<file path="config.mk">
export PLATFORM = sky130hd
export DESIGN_NAME = hw_irq_responder_flat
export DESIGN_NICKNAME = d
export VERILOG_FILES = /design/src/rtl/hw_irq_responder_if.sv /design/src/rtl/hw_irq_responder.sv /design/src/flat_wrapper.sv
export SDC_FILE = /design/constraint.sdc
export NUM_CORES = 1
export LEC_CHECK = 0
export BUFFER_PORTS_ARGS = -buffer_cell sky130_fd_sc_hd__buf_2
export CAP_MARGIN = 20
export CORE_ASPECT_RATIO = 2
export CORE_MARGIN = 2
export CORE_UTILIZATION = 57
export CTS_BUF_LIST = sky130_fd_sc_hd__clkbuf_8
export DETAILED_ROUTE_END_ITERATION = 7
export HOLD_SLACK_MARGIN = 0.06
export PLACE_DENSITY = 0.95
export SLEW_MARGIN = 20
export SYNTH_ARGS = -nofsm -noshare
export SYNTH_HDL_FRONTEND = slang
export SYNTH_SLANG_ARGS = --single-unit
</file>
<file path="constraint.sdc">
create_clock -name clk -period 5 [get_ports clk]
set_input_delay 0.25 -clock clk [delete_from_list [all_inputs] [get_ports clk]]
set_output_delay 0.25 -clock clk [all_outputs]
set_load 0.01 [all_outputs]
</file>
<file path="src/rtl/hw_irq_responder_if.sv">
// hw_irq_responder_if: initiator-side bus handshake into the interrupt responder
interface hw_irq_responder_if;
    logic [31:0] hw_addr;
    logic [31:0] hw_data_i;
    logic [31:0] hw_data_o;
    logic        hw_ren;
    logic        hw_wen;
    logic        hw_ack;
    modport master (output hw_addr, hw_data_i, hw_ren, hw_wen, input hw_ack, hw_data_o);
    modport slave  (input hw_addr, hw_data_i, hw_ren, hw_wen, output hw_ack, hw_data_o);
endinterface

</file>
<file path="src/rtl/hw_irq_responder.sv">
// hw_irq_responder: I_STAT/I_MASK interrupt controller behind a latency-configurable request/ack bus
module hw_irq_responder #(
    parameter int ACK_LATENCY = 1
) (
    input  logic                 clk,
    input  logic                 rst_n,
    hw_irq_responder_if.slave    bus,
    input  logic [10:0]          irq_in,
    output logic                 irq_out
);
    typedef enum logic [1:0] {IDLE, BUSY, ACK, DONE} state_t;
    localparam logic [28:0] STAT_A = 29'h1F801070;
    localparam logic [28:0] MASK_A = 29'h1F801074;
    state_t      state, state_nx;
    logic [3:0]  cnt;
    logic [28:0] addr_q;
    logic [10:0] data_q, irq_q, i_stat, i_mask, rise, wmask, rd;
    logic        wr_q, req, commit;
    logic        unused;
    assign unused = ^{bus.hw_addr[31:29], bus.hw_data_i[31:11]};
    always_comb begin
        req      = bus.hw_ren | bus.hw_wen;
        state_nx = state;
        state_nx = state == IDLE ? (req ? BUSY : IDLE) :
                   state == BUSY ? (cnt == 4'd0 ? ACK : BUSY) :
                   state == ACK  ? DONE : (req ? DONE : IDLE);
        commit   = state == ACK && wr_q;
        rise     = irq_in & ~irq_q;
        wmask    = commit && addr_q == STAT_A ? data_q : '1;
        rd       = addr_q == STAT_A ? i_stat : addr_q == MASK_A ? i_mask : '0;
    end
    // Set wins over a write-0 because the edge is ORed after the mask.
    always_ff @(posedge clk) begin
        if (!rst_n) begin
            state         <= IDLE;
            cnt           <= '0;
            addr_q        <= '0;
            data_q        <= '0;
            wr_q          <= 1'b0;
            irq_q         <= '0;
            i_stat        <= '0;
            i_mask        <= '0;
            irq_out       <= 1'b0;
            bus.hw_ack    <= 1'b0;
            bus.hw_data_o <= '0;
        end else begin
            state      <= state_nx;
            irq_q      <= irq_in;
            i_stat     <= (i_stat & wmask) | rise;
            irq_out    <= |(i_stat & i_mask);
            bus.hw_ack <= state_nx == ACK;
            if (state == IDLE && req) begin
                addr_q <= bus.hw_addr[28:0];
                data_q <= bus.hw_data_i[10:0];
                wr_q   <= !bus.hw_ren;
                cnt    <= 4'(ACK_LATENCY - 1);
            end else if (state == BUSY && cnt != 4'd0) begin
                cnt <= cnt - 4'd1;
            end
            if (state == BUSY && cnt == 4'd0 && !wr_q)
                bus.hw_data_o <= {21'b0, rd};
            if (commit && addr_q == MASK_A)
                i_mask <= data_q;
        end
    end
endmodule

</file>
<file path="src/flat_wrapper.sv">
// flat-port wrapper written by rule: the top's interface ports become plain ports
module hw_irq_responder_flat 
#(
    parameter int ACK_LATENCY = 1
)
  (clk, rst_n, irq_in, irq_out, bus_hw_addr, bus_hw_data_i, bus_hw_ren, bus_hw_wen, bus_hw_ack, bus_hw_data_o);
  hw_irq_responder_if bus_i ();
  input  logic clk;
  input  logic rst_n;
  input  logic [10:0] irq_in;
  output logic irq_out;
  input wire logic [$bits(bus_i.hw_addr)-1:0] bus_hw_addr;
  input wire logic [$bits(bus_i.hw_data_i)-1:0] bus_hw_data_i;
  input wire logic [$bits(bus_i.hw_ren)-1:0] bus_hw_ren;
  input wire logic [$bits(bus_i.hw_wen)-1:0] bus_hw_wen;
  output wire logic [$bits(bus_i.hw_ack)-1:0] bus_hw_ack;
  output wire logic [$bits(bus_i.hw_data_o)-1:0] bus_hw_data_o;
  assign bus_i.hw_addr = bus_hw_addr;
  assign bus_i.hw_data_i = bus_hw_data_i;
  assign bus_i.hw_ren = bus_hw_ren;
  assign bus_i.hw_wen = bus_hw_wen;
  assign bus_hw_ack = bus_i.hw_ack;
  assign bus_hw_data_o = bus_i.hw_data_o;
  hw_irq_responder #(.ACK_LATENCY(ACK_LATENCY)) u_core (.clk(clk), .rst_n(rst_n), .bus(bus_i), .irq_in(irq_in), .irq_out(irq_out));
endmodule
</file>
# Yosys cells after proc, flatten, opt, wreduce, memory -nomap -nowiden
# Index checks and enable logic that the tools add are counted.
# op_classes
bitwise_logic	7
mux	9
n_shift	0
n_div	0
n_addsub	1
n_eq_ne	5
n_reduce_logical	14
mul	0
order_cmp	0
# ops
cell	count
29-bit == test, second input constant	2
11-bit AND	3
11-bit two-way mux	3
11-bit inverter	1
11-bit bitwise OR	1
11-bit OR reduction	1
2-bit two-way mux	5
1-bit logical AND	7
2-bit == test, second input constant	2
4-bit logical NOT	1
4-bit nonzero test	1
4-bit by 1-bit subtractor with 4-bit output, second input constant	1
2-bit by 1-bit == test with 1-bit output, second input constant	1
1-bit logical NOT	2
2-bit logical NOT	1
2-bit OR reduction	1
1-bit two-way mux	1
1-bit inverter	1
1-bit bitwise OR	1
# totals
input_bits	79
rom_bits	0
latchBits	0
mem_count	0
wordCells	47
ff_bits	93
ramBits	0

# Depth between registers and ports, before layout
# Gate-level depths: netlist of run 1.
# depth
depth_word	6
depth_mapped	7
mapped_depth_nobuf	6

# Least setup slack after synthesis of run 1
# OpenSTA, ideal clock, no wires.
# synth_timing
path_type	register -> register
from	register u_core.cnt[0]
to	register u_core.bus.hw_data_o[0]
path_buffers	1
setup_time_ns	0.117
period_less_slack_ns	1.773
path_stages_with_launch	7
arrival_ns	1.655
setup_slack_ns	3.227
cell_sequence	dfxtp_1 -> inv_1 -> ha_1 -> or3b_4 -> or3_4 -> buf_2 -> a32o_1
# synth_via
elab_chain_len	3
# synth_rtl
item	line_no	rtl
start, declared	hw_irq_responder.sv:15	logic [3:0] cnt;
start signal, assigned	hw_irq_responder.sv:56	cnt <= 4'(ACK_LATENCY - 1);
start signal, assigned	hw_irq_responder.sv:58	cnt <= cnt - 4'd1;
4-bit logical NOT	hw_irq_responder.sv:60	if (state == BUSY && cnt == 4'd0 && !wr_q)
1-bit logical AND (2 in a row)	hw_irq_responder.sv:60	
end signal, assigned	hw_irq_responder.sv:61	bus.hw_data_o <= {21'b0, rd};
end, declared	hw_irq_responder_if.sv:10	modport slave (input hw_addr, hw_data_i, hw_ren, hw_wen, output hw_ack, hw_data_o);
# No other way between the ends.
# A chain may end at the register's enable or synchronous reset.

==> results of run 1 <==
[cell usage after synthesis, types with 3 or more instances]
cell type	n	share of area [%]
sky130_fd_sc_hd__nor3_1	14	1.8
sky130_fd_sc_hd__and2_1	12	2.0
sky130_fd_sc_hd__a21oi_1	41	5.3
sky130_fd_sc_hd__inv_1	14	1.4
sky130_fd_sc_hd__o22ai_1	11	1.8
sky130_fd_sc_hd__mux2i_1	22	5.7
sky130_fd_sc_hd__nor2_1	6	0.59
sky130_fd_sc_hd__nand2_1	116	11
sky130_fd_sc_hd__buf_4	22	4.3
sky130_fd_sc_hd__dfxtp_1	93	48
sky130_fd_sc_hd__clkbuf_1	21	2.0
sky130_fd_sc_hd__a22oi_1	11	2.1
sky130_fd_sc_hd__a32o_1	10	2.6
sky130_fd_sc_hd__nor4b_2	3	1.2
[metal layers]
layer  track usage [%]  vias up
li1                  -     1565
met4              14.6        0
met5                 0        -
met3              5.58       24
met1              21.4     1443
met2              44.1      107
[metrics by stage]
stage | cell area, um2 | power (mW) | hold WS, ns
floorplan | 3920 | 1.03 | 0.347
global placement | 4110 | 1.07 | 0.438
detailed placement | 4110 | 1.08 | 0.446
CTS | 4310 | 1.57 | 0.0740
global route | 4310 | 1.64 | 0.0745
finish | 4310 | 1.57 | 0.0830
[worst max-delay path by stage]
stage	to	slack (ns)	depth (start not counted)
2_1_floorplan	u_core.bus.hw_data_o[0]	3.23	6
3_3_place_gp	u_core.bus.hw_data_o[9]	2.81	3
3_5_place_dp	u_core.i_mask[0]	2.79	4
4_1_cts	u_core.i_stat[10]	2.77	4
5_1_grt	u_core.bus.hw_data_o[10]	2.56	4
6_report	u_core.bus.hw_data_o[10]	2.75	4
[registers in the layout, indices dropped and copies added, names as in the netlist]
name,flops
u_core.i_mask,11
u_core.irq_out,1
u_core.bus.hw_data_o,11
u_core.irq_q,11
u_core.addr_q,29
u_core.i_stat,11
u_core.data_q,11
u_core.cnt,4
u_core.bus.hw_ack,1
u_core.wr_q,1
u_core.state,2
[layout make-up]
cell class | instances | share of cell area, %
Tap cell | 88 | 2.55
Multi-Input combinational cell | 303 | 40.3
Inverter | 14 | 1.25
Timing Repair Buffer | 69 | 8.12
Sequential cell | 93 | 43.2
Clock inverter | 7 | 1.77
Clock buffer | 9 | 2.87
[worst max-delay path: stages]
cell	delay, ns
sky130_fd_sc_hd__buf_2	0.69
sky130_fd_sc_hd__clkinv_2	0.97
sky130_fd_sc_hd__nor3_1	0.46
sky130_fd_sc_hd__a32o_1	0.17
[power breakdown]
part | switching (mW) | internal [mW]
registers | 0.0488 | 0.796
logic | 0.134 | 0.0850
clock network | 0.273 | 0.232
[kinds of logic (layout without fill, tap and decap cells)]
logic type | after synthesis | in the layout | synth area share, %
flops | 93 | 93 | 48.4
mux | 22 | 22 | 5.72
xor+xnor | 3 | 3 | 0.683
other cells | 1 | 21 | 0.0974
buf+inv | 62 | 99 | 8.65
fa+ha+maj | 2 | 2 | 0.650
simple gates | 169 | 169 | 21.1
compound gates | 86 | 86 | 14.7
==> summary.log, run 1 <==
[routing] count of vias placed by the detailed router 3139
[clock_tree] total CTS buffers 9
[place] HPWL after detailed placement 5860 um
[final_layout] most frequent standard cell in the layout excluding fill and tap cells sky130_fd_sc_hd__nand2_1
[sta] clock skew after layout 0.0123 ns
[min_path] hold endpoint u_core.irq_q[7]
[pwr] maximum vdd ir drop 301 uV
[floorplan] Core Region 6570 um2
[yosys] post-synthesis sequential element count 93
[worst_setup_path] reg2reg end u_core.i_mask[0]
[worst_setup_path] critical path launch point type primary input
[worst_setup_path] Req. time, crit path 5.32 ns
[floorplan] number of core rows 42
[final_layout] fraction of the core area covered by cells at the end of the flow 65.7%
[final_layout] Synth-to-Final Area Change 12.1%
[routing] Detailed Route Iter0 Violations 159
[min_path] worst hold path stage count 2
[worst_setup_path] category of the worst setup path capture point flop
[routing] WL final 8330 um
[yosys] async set or reset register ratio after synthesis 0%
[worst_setup_path] biggest fanout along the worst timing path 66
[sta] hold violation total from the final report 0
[sta] Worst Max-Slew Pin Slew 0.926 ns
[floorplan] Die Area 7470 um2
[routing] detailed route wirelength on metal3 426 um
[run] # Max-Cap Violations 0
[worst_setup_path] Crit Path Class in2reg
[global_route] global route overflow 0
[yosys] Top FF cell, synth sky130_fd_sc_hd__dfxtp_1
[routing] post-detailed-route wirelength per cell 14.3 um
[floorplan] boundary pin count 113
[final_layout] share of layout cells above drive strength 1 19.8%
[routing] number of vias per cell 5.38
[worst_setup_path] Worst R2R Path Depth 3
[pwr] Leakage 1.74 nW
[clock_tree] CTS Root Buffer Type sky130_fd_sc_hd__clkbuf_8
[final_layout] area of all sequential standard cells 1860 um2
[routing] Post-DRT Antenna Nets 0
[sta] min setup slack post-route 2.75 ns
[sta] number of pins with negative max-slew slack in the final report 0
[clock_tree] number of sinks handled by clock tree synthesis 93
[clock_tree] maximum buffer depth of the clock tree 2
[global_route] antenna violations before repair 0
[yosys] number of synthesis warnings 0
[final_layout] Fill cells 559
[clock_tree] hold-fix buffers at CTS 0
[sta] unrepaired setup endpoints after global routing no
[floorplan] Die Wd 62.1 um
[outcome] run status complete, no violations
[place] placer congestion estimate 0.816
[pwr] power per cell area 364 nW/um2
[clock_tree] CTS tree yes
[yosys] number of enable flip-flop cells after synthesis 0
[place] count of port buffers added during placement 67
[clock_tree] clock insertion delay at the later pin of the skew report 0.38 ns
[sta] post-route clock period utilization 44.9%
[yosys] distinct cell type count of the synthesized netlist 44
[final_layout] post-route non-filler standard cell count 583
[routing] highest signal layer in the routed design met4
[global_route] total routing usage reported by global routing 23.1%
[yosys] portion of the post-synthesis area used by sequential elements 48.4%
[global_route] maximum number of pins on one net before global-route repair 67
[sta] Max transition margin 37.8%
[clock_tree] clock slew at reported path FFs 0.10 ns
[worst_setup_path] Register-to-Register Setup Slack 2.79 ns
[final_layout] number of nets at the end of the flow 571
[floorplan] chip height 120 um
[floorplan] effective utilization at floorplan 58.6%
[yosys] mean cell area of the mapped netlist 8.79 um2
[clock_tree] Setup Fix Bufs, Post-CTS 0
[min_path] origin of the worst min-delay path irq_in[7]
[final_layout] area of the multi-input gates 1740 um2
[min_path] hold crit path type in2reg
[clock_tree] number of gates resized after CTS 0
[sta] Total Neg Setup Slack 0 ns
[yosys] number of standard cells after synthesis 438
[clock_tree] H-Tree Depth 3
[global_route] first-pass GRT wire length 13400 um
[worst_setup_path] launch instance of the worst register-to-register path u_core.addr_q[2]
[place] worst setup timing slack at the placement stage 2.79 ns
[routing] Met1 Wirelength 2990 um
[routing] first-pass detailed-route iteration total 4
[worst_setup_path] Crit path arrival time 2.56 ns
[final_layout] highest-count cells in the layout ignoring fill and taps sky130_fd_sc_hd__nand2_1 (116), sky130_fd_sc_hd__dfxtp_1 (93), sky130_fd_sc_hd__buf_2 (67)
[routing] routed wl met2 4590 um
[sta] final setup violating endpoints 0
[place] number of placed instances, taps included 567
[final_layout] number of diodes 0
[sta] final critical path time including I/O delays and setup 2.25 ns
[routing] number of DRC violations after detailed routing 0
[sta] f_max 445 MHz
[worst_setup_path] worst setup path start rst_n
[global_route] via count of the first global-routing pass 3077
[yosys] area of the mapped netlist 3850 um2
Power figures use the tool's default switching activity.
==> run 2: changes to the inputs <==
--- a/config.mk
+++ b/config.mk
@@ -9,11 +9,11 @@
 export CAP_MARGIN = 20
 export CORE_ASPECT_RATIO = 2
 export CORE_MARGIN = 2
-export CORE_UTILIZATION = 57
+export CORE_UTILIZATION = 53
 export CTS_BUF_LIST = sky130_fd_sc_hd__clkbuf_8
 export DETAILED_ROUTE_END_ITERATION = 7
 export HOLD_SLACK_MARGIN = 0.06
-export PLACE_DENSITY = 0.95
+export PLACE_DENSITY = 0.93
 export SLEW_MARGIN = 20
 export SYNTH_ARGS = -nofsm -noshare
 export SYNTH_HDL_FRONTEND = slang
==> constraint.sdc (replaced) <==
create_clock -name clk -period 2.2 [get_ports clk]
set_input_delay 0.11 -clock clk [delete_from_list [all_inputs] [get_ports clk]]
set_output_delay 0.11 -clock clk [all_outputs]
set_load 0.01 [all_outputs]
==> run 2 against run 1 <==
Effect of this change:
- clock skew down 0.0058 ns
- routed wire length up 10%
- clock power up 150%
- combinational power rose to 2.7 times the previous value
- worst setup slack worse by 2.4 ns
- die area up 7.2%
- flip-flop and latch count unchanged
- register-to-register slack worse by 2.5 ns
==> summary.log, run 2 (same netlist as run 1, synthesis figures left out) <==
[place] count of port buffers added during placement 67
[place] placer congestion estimate 0.775
[routing] count of vias placed by the detailed router 3403
[final_layout] flip-flop count of the largest register, all copies and words added 29
[routing] number of DRC violations after detailed routing 0
[routing] WL final 9200 um
[sta] clock skew after layout 0.00656 ns
[sta] Worst Max-Slew Pin Slew 0.821 ns
[clock_tree] clock slew at reported path FFs 0.09 ns
[worst_setup_path] CP bufs+invs 1
[clock_tree] CTS tree yes
[worst_setup_path] Crit Path Class reg2reg
[outcome] run status complete, no violations
[worst_setup_path] worst setup path start u_core.cnt[0]
[final_layout] register bank with the most flops u_core.addr_q
[clock_tree] total CTS buffers 9
[min_path] origin of the worst min-delay path bus_hw_wen
[sta] f_max 535 MHz
[clock_tree] Setup Fix Bufs, Post-CTS 0
[sta] final setup violating endpoints 0
[worst_setup_path] peak per-stage delay on the critical path 0.46 ns
[global_route] maximum number of pins on one net before global-route repair 58
[global_route] via count of the first global-routing pass 3220
[floorplan] Core Region 7160 um2
[worst_setup_path] critical path launch point type flop
[routing] first-pass detailed-route iteration total 4
[worst_setup_path] launch instance of the worst register-to-register path u_core.cnt[0]
[pwr] power per cell area 766 nW/um2
[routing] Detailed Route Iter0 Violations 264
[run] # Max-Cap Violations 0
[global_route] first-pass GRT wire length 14700 um
[routing] post-detailed-route wirelength per cell 14.2 um
[clock_tree] clock insertion delay at the later pin of the skew report 0.37 ns
[worst_setup_path] Crit path arrival time 2.18 ns
[sta] Total Neg Setup Slack 0 ns
[final_layout] most frequent standard cell in the layout excluding fill and tap cells sky130_fd_sc_hd__nand2_1
[place] HPWL after detailed placement 5380 um
[final_layout] Fill cells 529
[routing] Post-DRT Antenna Nets 0
[floorplan] effective utilization at floorplan 53.8%
[final_layout] highest-count cells in the layout ignoring fill and taps sky130_fd_sc_hd__nand2_1 (116), sky130_fd_sc_hd__dfxtp_1 (93), sky130_fd_sc_hd__buf_2 (67)
[min_path] hold crit path type in2reg
[global_route] global route overflow 0
[floorplan] Die Area 8000 um2
[worst_setup_path] Register-to-Register Setup Slack 0.33 ns
[floorplan] Die Wd 64.3 um
[sta] hold violation total from the final report 0
[floorplan] boundary pin count 113
[worst_setup_path] delay-heaviest family, CP simple AND/OR/NAND/NOR gates
[worst_setup_path] Req. time, crit path 2.52 ns
[clock_tree] number of sinks handled by clock tree synthesis 93
[routing] number of vias per cell 5.27
[sta] final critical path time including I/O delays and setup 1.87 ns
[pwr] total power consumption of the routed design 3.77 mW
[global_route] total routing usage reported by global routing 23.5%
[pwr] maximum vdd ir drop 534 uV
[sta] number of pins with negative max-slew slack in the final report 0
[global_route] antenna violations before repair 1
[final_layout] Synth-to-Final Area Change 27.7%
[worst_setup_path] CP cell instances inv_1 > ha_1 > or3b_4 > or3_4 > nor3_1 > a32o_1
[clock_tree] maximum buffer depth of the clock tree 2
[pwr] Leakage 2.00 nW
[sta] Max transition margin 45.3%
[clock_tree] H-Tree Depth 3
[worst_setup_path] category of the worst setup path capture point flop
[sta] unrepaired setup endpoints after global routing no
[clock_tree] CTS Root Buffer Type sky130_fd_sc_hd__clkbuf_8
[final_layout] number of nets at the end of the flow 629
[worst_setup_path] slowest cell on the critical path sky130_fd_sc_hd__or3_4
[final_layout] share of layout cells above drive strength 1 18.8%
[floorplan] number of core rows 44
[floorplan] chip height 125 um
[sta] post-route clock period utilization 84.9%
[worst_setup_path] biggest fanout along the worst timing path 22
-- run 2: cell count changes in the layout (fill, tap and decap cells not counted) --
cell	change
sky130_fd_sc_hd__clkinv_4	-3
sky130_fd_sc_hd__dlygate4sd3_1	+52
sky130_fd_sc_hd__clkbuf_8	+5
sky130_fd_sc_hd__clkinvlp_4	-1
sky130_fd_sc_hd__inv_2	+1
sky130_fd_sc_hd__buf_4	+6
sky130_fd_sc_hd__clkinv_2	-2
sky130_fd_sc_hd__diode_2	+1
-- run 2: layout make-up --
| type | count | area (um2) | share of cell area [%] |
|---|---|---|---|
| Multi-Input combinational cell | 303 | 1740 | 35.4 |
| Clock inverter | 2 | 37.5 | 0.764 |
| Tap cell | 92 | 115 | 2.34 |
| Sequential cell | 93 | 1860 | 37.9 |
| Timing Repair Buffer | 127 | 916 | 18.6 |
| Antenna cell | 1 | 2.50 | 0.0509 |
| Clock buffer | 14 | 193 | 3.92 |
| Inverter | 14 | 52.6 | 1.07 |
-- run 2: timing repair --
| item | CTS | global route |
|---|---|---|
| gates resized for setup | 0 | 0 |
| hold buffers | 52 | 0 |
| endpoints found under the hold margin | 59 | 0 |
-- run 2: metal layers --
layer	vias to the layer above	GRT usage [%]	part of all wire, %
met3	19	5.06	4.7
li1	1677	-	-
met5	-	0	0
met2	106	39.0	51
met1	1601	28.5	42
met4	0	11.1	2.6
-- run 2: path summary, 6_finish.rpt --
check	end	depth (start not counted)
worst min register to register	u_core.addr_q[12]	2
worst max register to register	u_core.bus.hw_data_o[5]	6
worst max-delay path	u_core.bus.hw_data_o[5]	6
worst min-delay path	u_core.wr_q	3
-- run 2: worst min-delay path: stages --
cell and delay [ns]:
sky130_fd_sc_hd__buf_2 0.12, sky130_fd_sc_hd__a21oi_1 0.13, sky130_fd_sc_hd__a211oi_1 0.06
-- run 2: power breakdown --
group | internal, mW | total, mW | switching, mW
Clock | 0.680 | 1.26 | 0.576
Combinational | 0.258 | 0.603 | 0.345
Sequential | 1.81 | 1.91 | 0.0989
-- run 2: stage by stage --
stage / hold slack (ns) / setup slack [ns] / instance area [um2] / util, % / cells
global placement: 0.331 / 0.434 / 4160 / 58.2 / 577
CTS: 0.0919 / 0.327 / 4910 / 68.7 / 645
detailed placement: 0.334 / 0.333 / 4160 / 58.2 / 577
global route: 0.116 / 0.202 / 4920 / 68.7 / 646
floorplan: 0.207 / 0.427 / 3920 / - / 458
finish: 0.0995 / 0.333 / 4920 / 68.7 / 646
==> run 3: changes to the inputs <==
--- a/config.mk
+++ b/config.mk
@@ -5,11 +5,12 @@
 export SDC_FILE = /design/constraint.sdc
 export NUM_CORES = 1
 export LEC_CHECK = 0
+export ABC_AREA = 1
 export BUFFER_PORTS_ARGS = -buffer_cell sky130_fd_sc_hd__buf_2
 export CAP_MARGIN = 20
 export CORE_ASPECT_RATIO = 2
 export CORE_MARGIN = 2
-export CORE_UTILIZATION = 53
+export CORE_UTILIZATION = 54
 export CTS_BUF_LIST = sky130_fd_sc_hd__clkbuf_8
 export DETAILED_ROUTE_END_ITERATION = 7
 export HOLD_SLACK_MARGIN = 0.06
==> constraint.sdc (replaced) <==
create_clock -name clk -period 1.94 [get_ports clk]
set_input_delay 0.097 -clock clk [delete_from_list [all_inputs] [get_ports clk]]
set_output_delay 0.097 -clock clk [all_outputs]
set_load 0.01 [all_outputs]
==> run 3 against run 2 <==
Effect of this change:
- register-to-register slack barely moved
- synthesized cell count rose by 23%
- combinational power rose by 39%
- flip-flop and latch count did not move
- non-clock buffer count fell by 1
- final cell count rose by 15%
- die area rose by 2.9%
- routed wire length rose by 10%
- critical endpoint is now u_core.i_stat[0]
- largest cell class unchanged
- largest power group unchanged
- highest routed layer unchanged
==> summary.log, run 3 <==
[outcome] run status complete, no violations
[pwr] maximum vdd ir drop 719 uV
[pwr] Leakage 2.46 nW
[min_path] hold crit path type in2reg
[clock_tree] CTS Root Buffer Type sky130_fd_sc_hd__clkbuf_8
[global_route] maximum number of pins on one net before global-route repair 57
[sta] number of pins with negative max-slew slack in the final report 0
[sta] post-route clock period utilization 82.8%
[final_layout] Synth-to-Final Area Change 24.8%
[clock_tree] clock insertion delay at the later pin of the skew report 0.36 ns
[routing] number of vias per cell 5.12
[worst_setup_path] peak per-stage delay on the critical path 0.32 ns
[sta] Max transition margin 66.7%
[worst_setup_path] slowest cell on the critical path sky130_fd_sc_hd__dfxtp_1
[clock_tree] CTS tree yes
[worst_setup_path] Req. time, crit path 2.19 ns
[yosys] number of standard cells after synthesis 540
[floorplan] Die Area 8240 um2
[yosys] async set or reset register ratio after synthesis 0%
[worst_setup_path] CP bufs+invs 1
[routing] highest signal layer in the routed design met4
[pwr] power per cell area 883 nW/um2
[routing] first-pass detailed-route iteration total 5
[worst_setup_path] Crit path arrival time 1.85 ns
[clock_tree] number of sinks handled by clock tree synthesis 93
[sta] final critical path time including I/O delays and setup 1.61 ns
[sta] clock skew after layout 0.00981 ns
[worst_setup_path] biggest fanout along the worst timing path 11
[final_layout] post-route non-filler standard cell count 743
[worst_setup_path] category of the worst setup path capture point flop
[final_layout] area of the multi-input gates 1720 um2
[global_route] antenna violations before repair 0
[yosys] most common library cells after synthesis sky130_fd_sc_hd__nand2_1 (99), sky130_fd_sc_hd__dfxtp_1 (93), sky130_fd_sc_hd__nor2_1 (86)
[yosys] fraction of synthesized cell area taken by the top area cell type 46.1%
[yosys] area of the mapped netlist 4040 um2
[final_layout] fraction of the core area covered by cells at the end of the flow 69.4%
[clock_tree] clock slew at reported path FFs 0.08 ns
[place] count of port buffers added during placement 67
[floorplan] Die Wd 65.2 um
[floorplan] chip height 126 um
[sta] unrepaired setup endpoints after global routing no
[sta] Total Neg Setup Slack 0 ns
[routing] Detailed Route Iter0 Violations 215
[final_layout] register bank with the most flops u_core.addr_q
[final_layout] share of layout cells above drive strength 1 19.0%
[clock_tree] total CTS buffers 9
[yosys] dominant cell by count in the synthesized netlist sky130_fd_sc_hd__nand2_1
[place] number of placed instances, taps included 679
[global_route] first-pass GRT wire length 16600 um
[final_layout] most frequent standard cell in the layout excluding fill and tap cells sky130_fd_sc_hd__nand2_1
[yosys] number of synthesis warnings 0
[sta] Worst Max-Slew Pin Slew 0.499 ns
[yosys] number of enable flip-flop cells after synthesis 0
[worst_setup_path] delay-heaviest family, CP simple AND/OR/NAND/NOR gates
[clock_tree] H-Tree Depth 3
[final_layout] highest-count cells in the layout ignoring fill and taps sky130_fd_sc_hd__nand2_1 (99), sky130_fd_sc_hd__dfxtp_1 (93), sky130_fd_sc_hd__nor2_1 (86)
[routing] Met1 Wirelength 3540 um
[routing] post-detailed-route wirelength per cell 13.6 um
[worst_setup_path] critical path launch point type flop
[routing] routed wl met2 5640 um
[yosys] largest area contributor in the netlist sky130_fd_sc_hd__dfxtp_1
[final_layout] number of nets at the end of the flow 730
[final_layout] number of diodes 0
[global_route] total routing usage reported by global routing 26.1%
[sta] hold violation total from the final report 0
[place] placer congestion estimate 0.807
[worst_setup_path] CP cell instances inv_1 > nand2_1 > nor2_1 > nand2_1 > nor2_2 > nand3_2 > o21bai_1 > nand2_1
[floorplan] Core Region 7270 um2
[run] # Max-Cap Violations 0
[routing] Post-DRT Antenna Nets 0
[routing] number of DRC violations after detailed routing 0
[worst_setup_path] Crit Path Class reg2reg
[global_route] via count of the first global-routing pass 3754
[sta] f_max 623 MHz
[yosys] top cells by area, synth sky130_fd_sc_hd__dfxtp_1 (46%), sky130_fd_sc_hd__nand2_1 (9.2%), sky130_fd_sc_hd__nor2_1 (8.0%)
[yosys] mean cell area of the mapped netlist 7.49 um2
[worst_setup_path] most frequent cell on the critical path sky130_fd_sc_hd__nand2_1
[final_layout] area of all sequential standard cells 1860 um2
[global_route] global route overflow 0
[routing] count of vias placed by the detailed router 3805
[place] HPWL after detailed placement 5900 um
[yosys] post-synthesis sequential element count 93
[floorplan] effective utilization at floorplan 55.6%
[sta] final setup violating endpoints 0
[yosys] Top FF cell, synth sky130_fd_sc_hd__dfxtp_1
[yosys] portion of the post-synthesis area used by sequential elements 46.1%
[routing] detailed route wirelength on metal3 522 um
[clock_tree] maximum buffer depth of the clock tree 2
[floorplan] boundary pin count 113
[final_layout] Fill cells 533
[yosys] distinct cell type count of the synthesized netlist 29
[routing] WL final 10100 um
[floorplan] number of core rows 44
[final_layout] flip-flop count of the largest register, all copies and words added 29
[run 3: cell types whose count changed after synthesis, moves of 12 or more]
cell / change
sky130_fd_sc_hd__nor2_1: +80
sky130_fd_sc_hd__nand2_1: -17
sky130_fd_sc_hd__inv_1: +41
sky130_fd_sc_hd__a21oi_1: -22
sky130_fd_sc_hd__mux2i_1: -22
sky130_fd_sc_hd__and2_1: -12
sky130_fd_sc_hd__o21ai_0: +41
sky130_fd_sc_hd__nand3_1: +35
sky130_fd_sc_hd__clkbuf_1: -14
sky130_fd_sc_hd__o21a_1: +12
sky130_fd_sc_hd__nor3_1: -13
[run 3: worst paths after layout]
check,startpoint,end,slack [ns],cells after the start
setup / recovery,u_core.addr_q[15],u_core.i_stat[0],0.33,8
hold / removal,rst_n,u_core.addr_q[27],0.10,3
setup reg to reg,u_core.addr_q[15],u_core.i_stat[0],0.33,8
hold reg to reg,u_core.addr_q[22],u_core.addr_q[22],0.45,2
[run 3: kinds of logic after synthesis]
| group | count (synthesis) | synth area share, % |
|---|---|---|
| AND/OR/NAND/NOR | 248 | 26.6 |
| buffers and inverters | 109 | 13.3 |
| flip-flops | 93 | 46.1 |
| AO/OA/AOI/OAI | 86 | 13.1 |
| adder cells (fa/ha/maj) | 2 | 0.619 |
| XOR/XNOR | 1 | 0.217 |
| other | 1 | 0.0928 |
[run 3: where the power goes]
part	switching, mW	total (mW)	internal [mW]
Clock	0.637	1.37	0.736
Sequential	0.122	2.25	2.12
Combinational	0.484	0.836	0.352
[run 3: metal layers]
metal / vias up / global-route usage [%]
met2: 156 / 47.7
li1: 1859 / -
met1: 1752 / 26.3
met5: - / 0
met3: 38 / 5.67
met4: 0 / 14.3
[run 3: timing repair]
action                                 CTS  global route
endpoints found under the hold margin   51             0
hold buffers                            51             0
gates resized for setup                  0             0
setup buffers                            0             0
[run 3: worst register-to-register path: cells and delay by family (launching register included)]
kind | cells | cell delay, ns
and+or+nand+nor | 6 | 0.86
DFF | 1 | 0.32
AOI/OAI and AO/OA | 1 | 0.24
buffers and inverters | 1 | 0.08
[run 3: final cells by class]
class | instances | area share, %
Tap cell | 92 | 2.28
Clock inverter | 3 | 1.27
Clock buffer | 10 | 2.73
Timing Repair Buffer | 126 | 18.2
Inverter | 61 | 4.54
Multi-Input combinational cell | 358 | 34.1
Sequential cell | 93 | 36.9
[run 3: through the flow]
stage,hold WS [ns],area [um2],total power [mW],setup WS [ns]
final,0.100,5040,4.45,0.334
after global routing,0.0861,5040,4.65,0.153
after CTS,0.0865,5040,4.42,0.322
after detailed placement,0.292,4330,3.01,0.340
after global placement,0.287,4330,2.96,0.412
after floorplan,0.187,4120,2.83,0.646
